File: src/rtl/rst_s_mp.sv
// rst_s_mp: register scoreboard tracking a busy bit and producer tag per
// architectural register. Dispatch allocates, tagged writebacks release,
// flush clears the whole table. Lookups read the registered table.
// Optional feature macro: RST_S_WB_BYPASS_EN (lookups see same-cycle clears).
module rst_s_mp #(
    parameter int unsigned NUM_REGS = 32,
    parameter int unsigned TAG_W    = 4,
    parameter int unsigned NUM_WB   = 2,
    parameter int unsigned NUM_RD   = 2,
    parameter int unsigned ZERO_REG = 1,
    localparam int unsigned SEL_W   = (NUM_REGS > 1) ? $clog2(NUM_REGS) : 1,
    localparam int unsigned CNT_W   = $clog2(NUM_REGS + 1)
) (
    input  logic                      CLK,
    input  logic                      RST,
    input  logic                      di_write,
    input  logic [SEL_W-1:0]          di_sel,
    input  logic [TAG_W-1:0]          di_tag,
    input  logic [NUM_WB-1:0]         wb_write,
    input  logic [NUM_WB*SEL_W-1:0]   wb_sel,
    input  logic [NUM_WB*TAG_W-1:0]   wb_tag,
    input  logic                      flush,
    input  logic [NUM_RD*SEL_W-1:0]   rd_sel,
    output logic [NUM_RD-1:0]         rd_busy,
    output logic [NUM_RD*TAG_W-1:0]   rd_tag,
    output logic [NUM_REGS-1:0]       busy_vec,
    output logic [CNT_W-1:0]          busy_cnt
);

    logic [NUM_REGS-1:0]            r_busy;
    logic [NUM_REGS-1:0][TAG_W-1:0] r_tag;
    logic [CNT_W-1:0]               r_cnt;

    logic [NUM_REGS-1:0]            w_clr;
    logic [NUM_REGS-1:0]            w_set;
    logic [NUM_REGS-1:0]            w_byp;
    logic [NUM_REGS-1:0]            w_busy_nxt;
    logic [NUM_REGS-1:0][TAG_W-1:0] w_tag_nxt;
    logic [CNT_W-1:0]               w_cnt_nxt;
    logic [SEL_W-1:0]               w_wb_sel [NUM_WB];
    logic [TAG_W-1:0]               w_wb_tag [NUM_WB];
    logic [SEL_W-1:0]               w_rd_sel [NUM_RD];

    // Unpack per-port writeback and lookup fields
    always_comb begin
        for (int k = 0; k < NUM_WB; k++) begin
            w_wb_sel[k] = wb_sel[k*SEL_W +: SEL_W];
            w_wb_tag[k] = wb_tag[k*TAG_W +: TAG_W];
        end
        for (int j = 0; j < NUM_RD; j++) begin
            w_rd_sel[j] = rd_sel[j*SEL_W +: SEL_W];
        end
    end

    // Per-entry release (tag-matching writeback) and allocate decode
    always_comb begin
        w_clr = '0;
        w_set = '0;
        for (int e = 0; e < NUM_REGS; e++) begin
            for (int k = 0; k < NUM_WB; k++) begin
                if (wb_write[k] && (w_wb_sel[k] == SEL_W'(e)) &&
                    r_busy[e] && (r_tag[e] == w_wb_tag[k])) begin
                    w_clr[e] = 1'b1;
                end
            end
            w_set[e] = di_write && (di_sel == SEL_W'(e)) &&
                       !((ZERO_REG != 0) && (e == 0));
        end
        // Clears that will actually take effect: dispatch and flush win
        w_byp = w_clr & ~w_set & {NUM_REGS{~flush}};
    end

    // Next table state: release, then allocate (dispatch wins), flush overrides
    always_comb begin
        w_busy_nxt = r_busy;
        w_tag_nxt  = r_tag;
        for (int e = 0; e < NUM_REGS; e++) begin
            if (w_clr[e]) begin
                w_busy_nxt[e] = 1'b0;
                w_tag_nxt[e]  = '0;
            end
            if (w_set[e]) begin
                w_busy_nxt[e] = 1'b1;
                w_tag_nxt[e]  = di_tag;
            end
        end
        if (flush) begin
            w_busy_nxt = '0;
            w_tag_nxt  = '0;
        end
    end

    // Popcount of the next busy vector so the registered count tracks busy_vec
    always_comb begin
        w_cnt_nxt = '0;
        for (int e = 0; e < NUM_REGS; e++) begin
            w_cnt_nxt = w_cnt_nxt + CNT_W'(w_busy_nxt[e]);
        end
    end

    // Table state registers with synchronous reset
    always_ff @(posedge CLK) begin
        if (RST) begin
            r_busy <= '0;
            r_tag  <= '0;
            r_cnt  <= '0;
        end else begin
            r_busy <= w_busy_nxt;
            r_tag  <= w_tag_nxt;
            r_cnt  <= w_cnt_nxt;
        end
    end

    assign busy_vec = r_busy;
    assign busy_cnt = r_cnt;

    // Zero-latency lookups; out-of-range selects read as idle
    always_comb begin
        rd_busy = '0;
        rd_tag  = '0;
        for (int j = 0; j < NUM_RD; j++) begin
            if (32'(w_rd_sel[j]) < NUM_REGS) begin
`ifdef RST_S_WB_BYPASS_EN
                if (!w_byp[w_rd_sel[j]]) begin
                    rd_busy[j]               = r_busy[w_rd_sel[j]];
                    rd_tag[j*TAG_W +: TAG_W] = r_tag[w_rd_sel[j]];
                end
`else
                rd_busy[j]               = r_busy[w_rd_sel[j]];
                rd_tag[j*TAG_W +: TAG_W] = r_tag[w_rd_sel[j]];
`endif
            end
        end
    end

`ifndef RST_S_WB_BYPASS_EN
    // Effective-clear vector only feeds the lookup bypass
    logic w_byp_unused;
    assign w_byp_unused = ^w_byp;
`endif

endmodule

File: config.mk
export PLATFORM = sky130hd
export DESIGN_NAME = rst_s_mp
export DESIGN_NICKNAME = d
export VERILOG_FILES = /design/src/rtl/rst_s_mp.sv
export SDC_FILE = /design/constraint.sdc
export NUM_CORES = 1
export LEC_CHECK = 0
export BUFFER_PORTS_ARGS = -buffer_cell sky130_fd_sc_hd__buf_2
export CAP_MARGIN = 20
export CORE_AREA = 2 2 120 209
export CTS_BUF_LIST = sky130_fd_sc_hd__clkbuf_4 sky130_fd_sc_hd__clkbuf_8
export CTS_CLUSTER_DIAMETER = 30
export DETAILED_ROUTE_END_ITERATION = 10
export DIE_AREA = 0 0 122 211
export GPL_TIMING_DRIVEN = 0
export MAX_ROUTING_LAYER = met4
export PLACE_DENSITY = 0.73
export RECOVER_POWER = 50
export SLEW_MARGIN = 20
export SYNTH_ARGS = -nofsm -noshare
export SYNTH_HDL_FRONTEND = slang
export SYNTH_SLANG_ARGS = --single-unit
File: constraint.sdc
create_clock -name CLK -period 8.3 [get_ports CLK]
set_input_delay 0.83 -clock CLK [delete_from_list [all_inputs] [get_ports CLK]]
set_output_delay 0.83 -clock CLK [all_outputs]
set_load 0.02 [all_outputs]
==> impl_metrics.ini <==
[setup_path]
cp_num_buf_inv = 6
cp-end-kind = flip-flop
rrSetupSlack_ns = 1.85
worstPathArrival_ns = 8.15
cpMostUsedCell = fa_1
cpMaxStageDelayCell = clkbuf_1
cp.required_ns = 8.69
crit_type = input port to flip-flop
r2r-end = busy_cnt[4]
slowest_delay_ns = 0.91
path_cells = clkbuf_1 > clkbuf_1 > nor2b_1 > clkbuf_1 > a41oi_1 > a31oi_1 > fa_1 > fa_1 > fa_1 > fa_1 > fa_1 > fa_1 > inv_1 > ha_1 > inv_1 > fa_1 > inv_1 > a21o_1 > a21oi_1 > xor2_1 > nor2_1
r2r_cells = 21
cp-start-kind = input port
cp_max_fo = 10
cp_top_family = adder cells
r2r_start = r_tag[60]

[timing]
fin_tns_setup_ns = 0
timing.final.ws_setup_ns = 0.547
worst_pin_slew_ns = 1.88
timing.fmax_ghz = 0.129
fin_crit_sh = 0.934
slew_headroom = -0.260
hold_violations = 0
rsz0062_at_grt = false
finalSetupViolations = 0
skew_ns = 0.0246
period_needed_ns = 7.75
hold_ws_ns = 0.570
slew_violations = 9

[logic_synthesis]
syn_area_sq_um = 13000
yosys-top-cells-area = dfxtp_1, mux2i_1, xnor2_1
synth_nets = 1581
yosysMostFrequentCell = dfxtp_1
synth.largest_area_cell = dfxtp_1
yosysUniqueCellTypes = 55
ys_seq_elements = 162
synth_top_area_frac = 0.249
synth_edf_count = 0
netlist_instances = 1507
avgSynthCellArea_sq_um = 8.64
synth_ff_type = dfxtp_1
yosysWarnings = 0
synthArstFlopShare = 0
synthTopCellsByCount = dfxtp_1, nor2_1, xnor2_1
ys_seq_area_frac = 0.249

[place]
place_ws_ns = 1.05
dpl.cell_count = 1892
place_hpwl_um = 49400
port-buffer-count = 77
gp_congestion = 1.14

[routing]
route.detailed.drc = 0
first_iter_violations = 1976
viasPerCell = 7.48
first_pass_iters = 8
vias = 14400
postRouteAntennaNets = 0
routedWlPerCell_um = 35.1
drt_wl_total_um = 67600

[flow_run]
drv_cap = 1

[cells_and_area]
nNetsFinal = 1677
syn2layout_area_growth_pct = 8.38
instances_no_fill = 1925
fill_cells = 2243
drive_above_1_share = 0.108

[power_and_ir_drop]
p_comb_frac = 0.214
vdd_ir_drop_max_mv = 0.126
pwr-share-clk = 0.339
seqPwrFrac = 0.447
p_leak_uw = 0.00597
switching_share = 0.355
p_int_uw = 1130
powerDensity_nw_per_um2 = 125
total_power_uw = 1760
p_sw_uw = 623

[clocking]
insertion_delay_ns = 0.54
clk_pin_slew_ns = 0.09
cts-root-buf = clkbuf_8
cts_resized = 0
clockBufferDepth = 2
cts_max_level = 4
cts_tree = built
numCtsBuffers = 17
cts-hold-fix-buffers = 0
cts_sinks = 162
cts_setup_buffers = 0

[die]
ioPinCount = 91
rows = 75
core_sq_um = 23900
die_h_um = 211
initial_core_util = 0.544
dieArea_sq_um = 25700
fp.dieW_um = 122

[worst_hold_path]
hold_path_startpoint = r_tag[27]
hold_class = flip-flop to flip-flop
worstHoldPathCells = 2
hold_end = r_tag[27]

[outcome]
status = finished with violations
violations = max-capacitance violations, max-slew violations

[global_routing]
track_usage = 0.545
antenna_found_initial = 1
grt_pass1_wl_um = 95400
grt-ovfl-total = 0
grt_max_degree = 17
grt_pass1_vias = 13600
## registers in the layout (all words and copies together), names as in the netlist
| signal | flops |
|---|---|
| busy_vec | 32 |
| r_tag | 124 |
| busy_cnt | 6 |
## worst register-to-register path, cell delays in order (launching register included)
cell	delay, ns
dfxtp_1	0.51
xor2_1	0.19
nor4_1	0.08
a31oi_1	0.51
a31oi_1	0.39
fa_1	0.64
inv_1	0.07
fa_1	0.71
inv_1	0.11
fa_1	0.55
fa_1	0.46
fa_1	0.52
fa_1	0.41
inv_1	0.06
ha_1	0.16
inv_1	0.07
fa_1	0.45
inv_1	0.07
a21o_1	0.10
a21oi_1	0.07
xor2_1	0.14
nor2_1	0.05
## worst max path at each step
| stage | slack (ns) | start | endpoint | depth (start not counted) |
|---|---|---|---|---|
| floorplan | 2.11 | wb_tag[6] | busy_cnt[4] | 24 |
| global placement | 0.91 | wb_sel[6] | busy_cnt[4] | 21 |
| CTS | 1.60 | wb_sel[0] | busy_cnt[4] | 23 |
| detailed placement | 1.05 | wb_sel[0] | busy_cnt[4] | 23 |
| global route | 0.60 | wb_sel[6] | busy_cnt[4] | 21 |
| finish | 0.55 | wb_sel[6] | busy_cnt[4] | 21 |
## metrics by stage
stage	utilization	instance area [sq um]
after floorplan	-	13000
after global placement	0.576	13800
after detailed placement	0.577	13800
after CTS	0.592	14200
after global routing	0.590	14100
final	0.590	14100
## kinds of logic after synthesis
group	after synthesis	synth area share
fa+ha+maj	31	0.0436
buf+inv	145	0.0518
simple gates	474	0.181
flops	162	0.249
xor+xnor	250	0.168
compound gates	301	0.187
mux	144	0.119
## power by group through the flow
stage | Sequential [uW] | Clock, uW | Combinational, uW
2_1_floorplan | 803 | 0 | 210
4_1_cts | 785 | 588 | 351
6_report | 786 | 596 | 375
5_1_grt | 786 | 615 | 380
3_5_place_dp | 803 | 0 | 350
3_3_place_gp | 803 | 0 | 348
## layout make-up
| class | count | area (sq um) | share of cell area |
|---|---|---|---|
| buffer | 119 | 576 | 0.0408 |
| multi-input combinational | 1200 | 9090 | 0.644 |
| clock buffer | 18 | 248 | 0.0176 |
| tap | 308 | 385 | 0.0273 |
| sequential | 162 | 3240 | 0.230 |
| inverter | 26 | 97.6 | 0.00692 |
| clock inverter | 14 | 131 | 0.00931 |
| antenna | 1 | 2.50 | 0.000177 |
| timing repair buffer | 77 | 337 | 0.0239 |
## layer usage
| layer | share of wire | track usage | vias up | wire [um] |
|---|---|---|---|---|
| met4 | 0.14 | 0.560 | 0 | 9400 |
| met2 | 0.43 | 0.795 | 1274 | 29300 |
| li1 | - | - | 5824 | - |
| met5 | 0 | - | - | 0 |
| met1 | 0.31 | 0.547 | 6771 | 21100 |
| met3 | 0.12 | 0.182 | 539 | 7860 |
## placed cells by master, fill, tap and decap left out, types with 6 or more instances in the layout
cell type	instances
dfxtp_1	162
nor2_1	143
xnor2_1	129
mux2i_1	128
xor2_1	121
clkbuf_1	96
nand3_1	87
a41o_1	81
buf_2	76
nand2_1	72
a22oi_1	60
o22ai_1	54
nand4_1	49
nor4_1	45
a31oi_1	29
nor2b_1	28
inv_1	26
a31o_2	26
fa_1	24
clkbuf_8	18
nor3_1	16
buf_4	15
a41oi_1	15
mux4_2	8
mux2_2	8
a221oi_1	8
o22a_1	7
and3_1	7
ha_1	7
o21ai_0	6
Note: power is estimated with default switching activity, not from simulation.
